File: src/rtl/vga_timing_gen.sv
// vga_timing_gen: free-running col/row counters, publishes o_Col/o_Row, re-aligns source colour after VIDEO_DELAY, drives HSync/VSync/active/strobes/blanked RGB
module vga_timing_gen #(
    parameter int   VIDEO_WIDTH = 3,
    parameter int   ACTIVE_COLS = 640,
    parameter int   H_FRONT     = 18,
    parameter int   H_SYNC      = 92,
    parameter int   H_BACK      = 50,
    parameter int   ACTIVE_ROWS = 480,
    parameter int   V_FRONT     = 10,
    parameter int   V_SYNC      = 2,
    parameter int   V_BACK      = 33,
    parameter logic SYNC_POL    = 1'b0,
    parameter int   VIDEO_DELAY = 2,
    parameter int   COUNT_WIDTH = 10
) (
    input  logic                   i_Clk,
    input  logic                   i_Reset,
    input  logic [VIDEO_WIDTH-1:0] i_Red_Video,
    input  logic [VIDEO_WIDTH-1:0] i_Grn_Video,
    input  logic [VIDEO_WIDTH-1:0] i_Blu_Video,
    output logic [COUNT_WIDTH-1:0] o_Col,
    output logic [COUNT_WIDTH-1:0] o_Row,
    output logic                   o_HSync,
    output logic                   o_VSync,
    output logic                   o_Active,
    output logic                   o_Line_Start,
    output logic                   o_Frame_Start,
    output logic [VIDEO_WIDTH-1:0] o_Red_Video,
    output logic [VIDEO_WIDTH-1:0] o_Grn_Video,
    output logic [VIDEO_WIDTH-1:0] o_Blu_Video
);
    localparam int TOTAL_COLS = ACTIVE_COLS + H_FRONT + H_SYNC + H_BACK;
    localparam int TOTAL_ROWS = ACTIVE_ROWS + V_FRONT + V_SYNC + V_BACK;
    localparam logic [COUNT_WIDTH-1:0] COL_ACT  = COUNT_WIDTH'(ACTIVE_COLS);
    localparam logic [COUNT_WIDTH-1:0] COL_SS   = COUNT_WIDTH'(ACTIVE_COLS + H_FRONT);
    localparam logic [COUNT_WIDTH-1:0] COL_SE   = COUNT_WIDTH'(ACTIVE_COLS + H_FRONT + H_SYNC);
    localparam logic [COUNT_WIDTH-1:0] COL_LAST = COUNT_WIDTH'(TOTAL_COLS - 1);
    localparam logic [COUNT_WIDTH-1:0] ROW_ACT  = COUNT_WIDTH'(ACTIVE_ROWS);
    localparam logic [COUNT_WIDTH-1:0] ROW_SS   = COUNT_WIDTH'(ACTIVE_ROWS + V_FRONT);
    localparam logic [COUNT_WIDTH-1:0] ROW_SE   = COUNT_WIDTH'(ACTIVE_ROWS + V_FRONT + V_SYNC);
    localparam logic [COUNT_WIDTH-1:0] ROW_LAST = COUNT_WIDTH'(TOTAL_ROWS - 1);

    logic [COUNT_WIDTH-1:0] col, row;
    logic [4:0] raw, tap;

    assign o_Col = col;
    assign o_Row = row;

    always_ff @(posedge i_Clk) begin
        if (i_Reset) begin
            col <= '0;
            row <= '0;
        end else begin
            col <= col == COL_LAST ? '0 : col + 1'b1;
            if (col == COL_LAST)
                row <= row == ROW_LAST ? '0 : row + 1'b1;
        end
    end

    // flag bits: [4] in hsync region, [3] in vsync region, [2] active, [1] line start, [0] frame start
    assign raw = {col >= COL_SS && col < COL_SE,
                  row >= ROW_SS && row < ROW_SE,
                  col < COL_ACT && row < ROW_ACT,
                  col == '0,
                  col == '0 && row == '0};

    generate
        if (VIDEO_DELAY == 0) begin : g_nodly
            assign tap = raw;
        end else begin : g_dly
            logic [4:0] dly [VIDEO_DELAY];
            always_ff @(posedge i_Clk) begin
                dly[0] <= i_Reset ? 5'd0 : raw;
                for (int k = 1; k < VIDEO_DELAY; k++)
                    dly[k] <= i_Reset ? 5'd0 : dly[k-1];
            end
            assign tap = dly[VIDEO_DELAY-1];
        end
    endgenerate

    always_ff @(posedge i_Clk) begin
        if (i_Reset) begin
            o_HSync       <= ~SYNC_POL;
            o_VSync       <= ~SYNC_POL;
            o_Active      <= 1'b0;
            o_Line_Start  <= 1'b0;
            o_Frame_Start <= 1'b0;
            o_Red_Video   <= '0;
            o_Grn_Video   <= '0;
            o_Blu_Video   <= '0;
        end else begin
            o_HSync       <= tap[4] ? SYNC_POL : ~SYNC_POL;
            o_VSync       <= tap[3] ? SYNC_POL : ~SYNC_POL;
            o_Active      <= tap[2];
            o_Line_Start  <= tap[1];
            o_Frame_Start <= tap[0];
            o_Red_Video   <= tap[2] ? i_Red_Video : '0;
            o_Grn_Video   <= tap[2] ? i_Grn_Video : '0;
            o_Blu_Video   <= tap[2] ? i_Blu_Video : '0;
        end
    end
endmodule

File: config.mk
export PLATFORM = sky130hd
export DESIGN_NAME = vga_timing_gen
export DESIGN_NICKNAME = d
export VERILOG_FILES = /design/src/rtl/vga_timing_gen.sv
export SDC_FILE = /design/constraint.sdc
export NUM_CORES = 1
export LEC_CHECK = 0
export ABC_AREA = 1
export CORE_MARGIN = 2
export CORE_UTILIZATION = 46
export CTS_BUF_LIST = sky130_fd_sc_hd__clkbuf_2
export CTS_CLUSTER_SIZE = 40
export DETAILED_ROUTE_END_ITERATION = 8
export PLACE_DENSITY = 0.78
export SYNTH_ARGS = -nofsm -noshare
export SYNTH_HDL_FRONTEND = slang
export SYNTH_SLANG_ARGS = --single-unit
File: constraint.sdc
create_clock -name i_Clk -period 1.3 [get_ports i_Clk]
set_input_delay 0.13 -clock i_Clk [delete_from_list [all_inputs] [get_ports i_Clk]]
set_output_delay 0.13 -clock i_Clk [all_outputs]
set_load 0.1 [all_outputs]
==> results of run 1 <==
## cell usage in the layout (no fill, tap or decap)
| cell | count |
|---|---|
| sky130_fd_sc_hd__nand4_1 | 9 |
| sky130_fd_sc_hd__ha_4 | 1 |
| sky130_fd_sc_hd__nor4_1 | 1 |
| sky130_fd_sc_hd__nor3_1 | 1 |
| sky130_fd_sc_hd__nand2_2 | 1 |
| sky130_fd_sc_hd__nand3_2 | 3 |
| sky130_fd_sc_hd__clkbuf_2 | 6 |
| sky130_fd_sc_hd__nor2_2 | 2 |
| sky130_fd_sc_hd__buf_12 | 34 |
| sky130_fd_sc_hd__nand3_1 | 19 |
| sky130_fd_sc_hd__xor2_1 | 1 |
| sky130_fd_sc_hd__a21oi_1 | 9 |
| sky130_fd_sc_hd__nor2_4 | 6 |
| sky130_fd_sc_hd__dfxtp_4 | 12 |
| sky130_fd_sc_hd__nor3b_1 | 1 |
| sky130_fd_sc_hd__nor3b_2 | 2 |
| sky130_fd_sc_hd__dfxtp_1 | 24 |
| sky130_fd_sc_hd__ha_2 | 1 |
| sky130_fd_sc_hd__bufinv_16 | 2 |
| sky130_fd_sc_hd__o21ai_0 | 3 |
| sky130_fd_sc_hd__nor3_2 | 1 |
| sky130_fd_sc_hd__clkdlybuf4s50_1 | 10 |
| sky130_fd_sc_hd__inv_1 | 37 |
| sky130_fd_sc_hd__ha_1 | 4 |
| sky130_fd_sc_hd__nand2_1 | 48 |
| sky130_fd_sc_hd__xnor2_1 | 1 |
| sky130_fd_sc_hd__buf_4 | 12 |
| sky130_fd_sc_hd__nand2_4 | 4 |
| sky130_fd_sc_hd__dfxtp_2 | 8 |
| sky130_fd_sc_hd__buf_6 | 3 |
| sky130_fd_sc_hd__inv_2 | 5 |
| sky130_fd_sc_hd__nor2_1 | 51 |
## how the worst min path moves through the flow
stage                          startpoint                   endpoint  slack [ns]  cells past startpoint
4_1_cts                    i_Grn_Video[0]  o_Grn_Video[0]$_SDFF_PP0_        0.19                      3
6_report                   i_Grn_Video[0]  o_Grn_Video[0]$_SDFF_PP0_        0.21                      3
3_3_place_gp   g_dly.dly[0][8]$_SDFF_PP0_         o_VSync$_SDFF_PP1_        0.36                      1
2_1_floorplan              i_Blu_Video[0]  o_Blu_Video[0]$_SDFF_PP0_        0.24                      2
3_5_place_dp   g_dly.dly[0][9]$_SDFF_PP0_         o_HSync$_SDFF_PP1_        0.36                      1
5_1_grt                    i_Grn_Video[0]  o_Grn_Video[0]$_SDFF_PP0_        0.17                      3
## area by class of cell
class                      instances  area [um^2]
clock inverter                     2        60.06
sequential                        44        935.9
clock buffer                       6        30.03
inverter                          42        157.7
multi-input combinational        169        905.9
tap                               50        62.56
timing repair buffer              59        904.6
fill                             258        914.6
## logic make-up (layout without fill, tap and decap cells)
kind of cell,after synthesis,after routing,synth area share
xor+xnor,2,2,0.009255
fa+ha+maj,6,6,0.03966
simple gates,149,149,0.3662
buf+inv,44,109,0.08790
compound gates,12,12,0.03172
flops,44,44,0.4653
## synth_stat cells, types with 2 or more instances
master / instances / share of area
sky130_fd_sc_hd__nor3b_1: 2 / 0.0079
sky130_fd_sc_hd__inv_1: 41 / 0.081
sky130_fd_sc_hd__nand2_1: 50 / 0.099
sky130_fd_sc_hd__nand2_4: 2 / 0.012
sky130_fd_sc_hd__o21ai_0: 3 / 0.0079
sky130_fd_sc_hd__nor2_4: 5 / 0.030
sky130_fd_sc_hd__nand4_1: 9 / 0.030
sky130_fd_sc_hd__nor3_1: 2 / 0.0053
sky130_fd_sc_hd__dfxtp_1: 44 / 0.47
sky130_fd_sc_hd__nor2_1: 53 / 0.11
sky130_fd_sc_hd__a21oi_1: 9 / 0.024
sky130_fd_sc_hd__ha_1: 6 / 0.040
sky130_fd_sc_hd__nand3_1: 21 / 0.056
## sequential cells by signal, summed over array words and instances, names as in the netlist
| register | cells |
|---|---|
| g_dly.dly | 10 |
| o_Col | 10 |
| o_Row | 10 |
| o_Blu_Video | 3 |
| o_Grn_Video | 3 |
| o_Red_Video | 3 |
| o_Active | 1 |
| o_Frame_Start | 1 |
| o_HSync | 1 |
| o_Line_Start | 1 |
| o_VSync | 1 |
## through the flow
stage               hold WS (ns)  std cells  area, um^2
floorplan                 0.2422        257        1976
global placement          0.3553        360        2893
detailed placement        0.3636        360        2893
CTS                       0.1905        369        3005
global route              0.1689        372        3057
finish                    0.2069        372        3057
## worst max-delay path: stages, from the launching register on
cell	delay [ns]
sky130_fd_sc_hd__dfxtp_4	0.40
sky130_fd_sc_hd__ha_4	0.16
sky130_fd_sc_hd__nand2_4	0.05
sky130_fd_sc_hd__nor2_4	0.14
sky130_fd_sc_hd__nand2_4	0.08
sky130_fd_sc_hd__nor2_4	0.19
sky130_fd_sc_hd__nand2_1	0.11
sky130_fd_sc_hd__nand2_1	0.09
sky130_fd_sc_hd__nand2_1	0.05
sky130_fd_sc_hd__inv_1	0.05
## where the power goes
group	switching [uW]	internal [uW]	total [uW]	leakage, uW
logic	223	139	363	0.000913
registers	23.9	1360	1390	0.000371
clock network	436	526	962	0.0000532
total	683	2030	2710	0.00134
## metal layers
metal  GRT usage  share of wire  routed length [um]  vias to the layer above
met5           0              0                   0                        -
met2      0.3544           0.48                2325                       65
li1            -              -                   -                      931
met1      0.2608           0.44                2127                      830
met3     0.06250          0.060                 290                       12
met4     0.08750          0.022                 109                        0
## repair_timing
action	CTS	global route
endpoints found under the setup margin	11	20
gates resized for setup	3	12
buffers inserted	1	3
pin swaps	8	6
==> run_summary.xml, run 1 <==
<?xml version="1.0" encoding="UTF-8"?>
<metrics>
  <group name="worst_setup_path">
    <metric name="endpoint_type_of_the_worst_setup_path" unit="">flop</metric>
    <metric name="cp-start-kind" unit="">flop</metric>
    <metric name="worst-endpoint-required" unit="ns">1.68</metric>
    <metric name="data_arrival_time_at_the_worst_slack_endpoint" unit="ns">1.73</metric>
    <metric name="timing.critical_path.from" unit="">o_Col[0]$_SDFF_PP0_</metric>
    <metric name="r2r_start" unit="">o_Col[0]$_SDFF_PP0_</metric>
    <metric name="cp-endpoint" unit="">o_Row[0]$_SDFFE_PP0N_</metric>
    <metric name="reg2regPathDepth" unit="">9</metric>
    <metric name="setup.reg_to_reg.worst_slack" unit="ns">-0.05</metric>
    <metric name="path_max_fanout" unit="">8</metric>
    <metric name="rr_endpoint" unit="">o_Row[0]$_SDFFE_PP0N_</metric>
    <metric name="path_class" unit="">reg -&gt; reg</metric>
  </group>
  <group name="global_routing">
    <metric name="grt_first_pass_wirelength" unit="mm">7.314</metric>
    <metric name="grt_start_max_net_pins" unit="">15</metric>
    <metric name="first_global_vias" unit="">1677</metric>
    <metric name="grt_antenna_before_repair" unit="">0</metric>
    <metric name="total_track_usage" unit="">0.2145</metric>
    <metric name="grt_overflow_total" unit="">0</metric>
  </group>
  <group name="timing">
    <metric name="final_min_period_over_clock_period" unit="">1.035</metric>
    <metric name="worst_case_setup_margin_in_the_final_layout" unit="ns">-0.04598</metric>
    <metric name="fin_crit" unit="ns">1.346</metric>
    <metric name="slew-limit-headroom" unit="">0.7669</metric>
    <metric name="timing.fmax" unit="MHz">743.0</metric>
    <metric name="slew_viol_final" unit="">0</metric>
    <metric name="final_hold_viol_count" unit="">0</metric>
    <metric name="timing_worst_slew_pin_value" unit="ns">0.3492</metric>
    <metric name="timing.final.setup_violations" unit="">3</metric>
    <metric name="post_route_clock_skew" unit="ns">0.01900</metric>
    <metric name="setup_tns_after_final_layout" unit="ns">-0.05959</metric>
    <metric name="unrepaired_setup_endpoints_after_global_routing" unit="">true</metric>
  </group>
  <group name="outcome">
    <metric name="failing_checks" unit="">setup timing</metric>
    <metric name="run_status" unit="">complete, but fails checks</metric>
  </group>
  <group name="yosys">
    <metric name="synthesis.area_per_instance" unit="um^2">7.366</metric>
    <metric name="ys_seq_area_frac" unit="">0.4653</metric>
    <metric name="synth.lib_cells_used.distinct" unit="">23</metric>
    <metric name="warning_count_from_the_yosys_run" unit="">0</metric>
    <metric name="postSynth.topFlopCell" unit="">sky130_fd_sc_hd__dfxtp_1</metric>
    <metric name="synth_area" unit="um^2">1893</metric>
    <metric name="synth-async-reset-ratio" unit="">0</metric>
    <metric name="synth-seq-cells" unit="">44</metric>
    <metric name="syn_inst" unit="">257</metric>
    <metric name="synth_enable_flop_cells" unit="">0</metric>
    <metric name="postSynthNetCount" unit="">274</metric>
  </group>
  <group name="die">
    <metric name="core_area" unit="um^2">3971</metric>
    <metric name="fp-row-count" unit="">23</metric>
    <metric name="pin_count" unit="">45</metric>
    <metric name="fp.dieArea" unit="um^2">4644</metric>
    <metric name="initial_core_util" unit="">0.4767</metric>
    <metric name="chipWidth" unit="um">68.15</metric>
    <metric name="die_h" unit="um">68.15</metric>
  </group>
  <group name="min_path">
    <metric name="timing.hold.worst.class" unit="">in -&gt; reg</metric>
  </group>
  <group name="clock_network">
    <metric name="htree_num_levels" unit="">2</metric>
    <metric name="clock_tree_from_tritoncts" unit="">done</metric>
    <metric name="numCtsBuffers" unit="">5</metric>
    <metric name="cts-root-to-sink-buffers" unit="">2</metric>
    <metric name="cts.hold.buffers_added" unit="">0</metric>
    <metric name="clkLatencyLatePin" unit="ns">0.41</metric>
    <metric name="tritoncts_num_sinks" unit="">44</metric>
    <metric name="clk_pin_slew" unit="ns">0.21</metric>
    <metric name="buffer_cell_driving_the_clock_tree_root" unit="">sky130_fd_sc_hd__clkbuf_2</metric>
  </group>
  <group name="run">
    <metric name="max_cap_viol_count" unit="">0</metric>
  </group>
  <group name="finish">
    <metric name="finish.utilization" unit="">0.7697</metric>
    <metric name="diodes" unit="">0</metric>
    <metric name="area.growth.synth_to_final" unit="%">61.47</metric>
    <metric name="final_layout_size_suffix_gt1_frac" unit="">0.3199</metric>
    <metric name="final_net_count" unit="">338</metric>
  </group>
  <group name="placement">
    <metric name="port_buffer_count" unit="">44</metric>
    <metric name="post-dp-hpwl" unit="mm">3.526</metric>
    <metric name="detailedPlace.worstSlack" unit="ns">-0.04455</metric>
    <metric name="globalplace.congestion" unit="">0.8796</metric>
  </group>
  <group name="route">
    <metric name="wl_per_cell" unit="um">13.05</metric>
    <metric name="detail_route.wirelength" unit="mm">4.854</metric>
    <metric name="detail_route.vias_per_cell" unit="">4.941</metric>
    <metric name="route.detailed.drc" unit="">0</metric>
    <metric name="firstDrtPassIters" unit="">4</metric>
    <metric name="antenna_left" unit="">0</metric>
    <metric name="detailroute.via_count" unit="">1838</metric>
    <metric name="drtIter0Drc" unit="">116</metric>
  </group>
  <group name="power">
    <metric name="totalPowerFinal" unit="uW">2712</metric>
    <metric name="ir_worst_vdd" unit="uV">602.4</metric>
    <metric name="cellLeakagePower" unit="uW">0.001337</metric>
    <metric name="p_per_area" unit="nW/um^2">887.4</metric>
  </group>
</metrics>
Note: power is estimated with default switching activity, not from simulation.
==> inputs of run 2 (changes only) <==
- clock period: 1.3 -> 1.2 ns (I/O delays scaled with it)
==> run 2 against run 1 <==
The run still ends with setup timing left. Combinational power grew 28%. Cell count grew 7.0%. Clock power shrank 34%. First-iteration DRC count grew 120%. Register-to-register slack lost 0.29 ns. Clock-buffer cell count grew 1. Critical path depth is the same. Sequential share of layout area shrank 3.0 points. Worst hold slack lost 0.00091 ns. Die area is the same.
==> run_summary.xml, run 2 (same netlist as run 1, synthesis figures left out) <==
<?xml version="1.0" encoding="UTF-8"?>
<metrics>
  <group name="global_routing">
    <metric name="grt_overflow_total" unit="">0</metric>
    <metric name="grtUsageMet2" unit="">0.4551</metric>
    <metric name="grt_use_met1" unit="">0.2891</metric>
    <metric name="grt_start_max_net_pins" unit="">14</metric>
    <metric name="grt_first_pass_wirelength" unit="mm">8.935</metric>
    <metric name="total_track_usage" unit="">0.2632</metric>
    <metric name="first_global_vias" unit="">2012</metric>
    <metric name="grt_antenna_before_repair" unit="">0</metric>
    <metric name="gr-usage-met3" unit="">0.07730</metric>
    <metric name="global_route_hottest_layer" unit="">met2</metric>
  </group>
  <group name="die">
    <metric name="die_h" unit="um">68.15</metric>
    <metric name="chipWidth" unit="um">68.15</metric>
    <metric name="pin_count" unit="">45</metric>
    <metric name="fp-row-count" unit="">23</metric>
    <metric name="fp.dieArea" unit="um^2">4644</metric>
    <metric name="core_area" unit="um^2">3971</metric>
    <metric name="initial_core_util" unit="">0.4767</metric>
  </group>
  <group name="worst_setup_path">
    <metric name="reg2regPathDepth" unit="">9</metric>
    <metric name="timing.critical_path.cells" unit="">inv_4 &gt; ha_4 &gt; nand3_2 &gt; nor2_1 &gt; nand2_1 &gt; nand2_2 &gt; nand2_4 &gt; nand2_1 &gt; nor2_1</metric>
    <metric name="data_arrival_time_at_the_worst_slack_endpoint" unit="ns">1.86</metric>
    <metric name="critical_path_top_delay_cell" unit="">sky130_fd_sc_hd__dfxtp_4</metric>
    <metric name="cpLargestDelayFamily" unit="">simple AND/OR/NAND/NOR gates</metric>
    <metric name="worst-endpoint-required" unit="ns">1.53</metric>
    <metric name="path_max_fanout" unit="">6</metric>
    <metric name="crit_path_max_incr_delay" unit="ns">0.42</metric>
    <metric name="cp-start-kind" unit="">flop</metric>
    <metric name="path_class" unit="">reg -&gt; reg</metric>
    <metric name="critical_path_depth" unit="">9</metric>
    <metric name="endpoint_type_of_the_worst_setup_path" unit="">flop</metric>
    <metric name="total_buffers_and_inverters_traversed_by_the_critical_path" unit="">1</metric>
  </group>
  <group name="power">
    <metric name="ir_worst_vdd" unit="uV">445.1</metric>
    <metric name="p_per_area" unit="nW/um^2">764.5</metric>
    <metric name="sw_frac_of_total" unit="">0.3003</metric>
    <metric name="switching_power" unit="uW">780.8</metric>
    <metric name="internal_power" unit="uW">1819</metric>
    <metric name="cellLeakagePower" unit="uW">0.001452</metric>
    <metric name="share_comb_of_total_power" unit="">0.178</metric>
    <metric name="totalPowerFinal" unit="uW">2600</metric>
    <metric name="seqPwrFrac" unit="">0.577</metric>
    <metric name="pwr-share-clk" unit="">0.244</metric>
  </group>
  <group name="finish">
    <metric name="final_common_cell" unit="">sky130_fd_sc_hd__nand2_1</metric>
    <metric name="mostFrequentLayoutCells" unit="">sky130_fd_sc_hd__nand2_1, sky130_fd_sc_hd__nor2_1, sky130_fd_sc_hd__inv_1, sky130_fd_sc_hd__buf_12, sky130_fd_sc_hd__buf_4</metric>
    <metric name="area.growth.synth_to_final" unit="%">79.64</metric>
    <metric name="fin_cells" unit="">398</metric>
    <metric name="final_net_count" unit="">364</metric>
    <metric name="fillerInstances" unit="">189</metric>
    <metric name="layout.area.seq" unit="um^2">940.9</metric>
    <metric name="diodes" unit="">0</metric>
    <metric name="multi_input_area" unit="um^2">1056</metric>
    <metric name="final_layout_size_suffix_gt1_frac" unit="">0.4483</metric>
  </group>
  <group name="clock_network">
    <metric name="clkLatencyLatePin" unit="ns">0.43</metric>
    <metric name="clk_pin_slew" unit="ns">0.23</metric>
    <metric name="cts-root-to-sink-buffers" unit="">2</metric>
    <metric name="numCtsBuffers" unit="">5</metric>
    <metric name="tritoncts_num_sinks" unit="">44</metric>
    <metric name="clock_tree_from_tritoncts" unit="">done</metric>
    <metric name="htree_num_levels" unit="">2</metric>
    <metric name="cts.hold.buffers_added" unit="">0</metric>
    <metric name="buffer_cell_driving_the_clock_tree_root" unit="">sky130_fd_sc_hd__clkbuf_2</metric>
  </group>
  <group name="route">
    <metric name="antenna_left" unit="">0</metric>
    <metric name="drtIter0Drc" unit="">254</metric>
    <metric name="firstDrtPassIters" unit="">5</metric>
    <metric name="detail_route.wirelength" unit="mm">7.056</metric>
    <metric name="route.detailed.drc" unit="">0</metric>
    <metric name="detailroute.via_count" unit="">2178</metric>
    <metric name="detail_route.vias_per_cell" unit="">5.472</metric>
    <metric name="wl_per_cell" unit="um">17.73</metric>
  </group>
  <group name="outcome">
    <metric name="run_status" unit="">complete, but fails checks</metric>
    <metric name="failing_checks" unit="">setup timing</metric>
  </group>
  <group name="timing">
    <metric name="timing.final.setup_violations" unit="">35</metric>
    <metric name="final_min_period_over_clock_period" unit="">1.276</metric>
    <metric name="slew-limit-headroom" unit="">0.7836</metric>
    <metric name="post_route_clock_skew" unit="ns">0.02702</metric>
    <metric name="holdWs" unit="ns">0.2060</metric>
    <metric name="fin_crit" unit="ns">1.532</metric>
    <metric name="final_hold_viol_count" unit="">0</metric>
    <metric name="unrepaired_setup_endpoints_after_global_routing" unit="">true</metric>
    <metric name="setup_tns_after_final_layout" unit="ns">-4.955</metric>
    <metric name="worst_case_setup_margin_in_the_final_layout" unit="ns">-0.3316</metric>
    <metric name="slew_viol_final" unit="">0</metric>
    <metric name="timing_worst_slew_pin_value" unit="ns">0.3243</metric>
    <metric name="timing.fmax" unit="MHz">652.9</metric>
  </group>
  <group name="placement">
    <metric name="globalplace.congestion" unit="">0.8850</metric>
    <metric name="placedCellCount" unit="">372</metric>
    <metric name="post-dp-hpwl" unit="mm">3.603</metric>
    <metric name="port_buffer_count" unit="">44</metric>
  </group>
  <group name="min_path">
    <metric name="hold_path_depth" unit="">3</metric>
    <metric name="timing.hold.worst.class" unit="">in -&gt; reg</metric>
  </group>
  <group name="run">
    <metric name="max_cap_viol_count" unit="">0</metric>
  </group>
</metrics>
## run 2: cell count changes in the layout (fill, tap and decap cells not counted), sizes merged
cell    previous run  this run
clkbuf             6         7
buf               49        75
clkinv             0         1
bufinv             2         0
## run 2: worst paths after layout
check                              from                   endpoint  slack (ns)
min                      i_Red_Video[2]  o_Red_Video[2]$_SDFF_PP0_        0.21
min reg2reg  g_dly.dly[0][8]$_SDFF_PP0_         o_VSync$_SDFF_PP1_        0.40
max               o_Row[0]$_SDFFE_PP0N_      o_Row[8]$_SDFFE_PP0N_       -0.33
max reg2reg       o_Row[0]$_SDFFE_PP0N_      o_Row[8]$_SDFFE_PP0N_       -0.33
## run 2: repair_timing
action,CTS,global route
gates resized for setup,16,49
buffers inserted,11,8
endpoints found under the setup margin,28,43
pin swaps,8,17
endpoints found under the hold margin,0,0
## run 2: layout make-up
cell class              count  area share
repair buffers             85      0.3333
multi-input cells         169      0.3105
flip-flops and latches     44      0.2767
inverters                  42     0.04930
well taps                  50     0.01840
clock buffers               7     0.01030
clock inverters             1    0.001472
## run 2: per-stage QoR
| stage | setup slack, ns | util | area (um^2) |
|---|---|---|---|
| floorplan | -0.2811 | - | 1978 |
| global placement | -0.06883 | 0.7517 | 2985 |
| detailed placement | -0.1669 | 0.7517 | 2985 |
| CTS | -0.1286 | 0.7968 | 3164 |
| global route | -0.3682 | 0.8563 | 3401 |
| finish | -0.3316 | 0.8563 | 3401 |
## run 2: worst register-to-register path, delay by kind of cell (launching register included)
| kind | cells | cell delay (ns) |
|---|---|---|
| flip-flops | 1 | 0.42 |
| buffers and inverters | 1 | 0.08 |
| adder cells (fa/ha/maj) | 1 | 0.14 |
| AND/OR/NAND/NOR | 7 | 0.78 |
## run 2: power groups by stage
stage | clock, uW | sequential (uW) | combinational [uW]
after floorplan | 0 | 1680 | 81.2
after global placement | 0 | 1530 | 395
after detailed placement | 0 | 1530 | 402
after CTS | 630 | 1500 | 410
after global routing | 706 | 1510 | 490
final | 636 | 1500 | 464
## run 2: routing by layer
layer	up-vias	share of wire
li1	979	-
met1	994	0.38
met2	167	0.47
met3	38	0.094
met4	0	0.048
met5	-	0
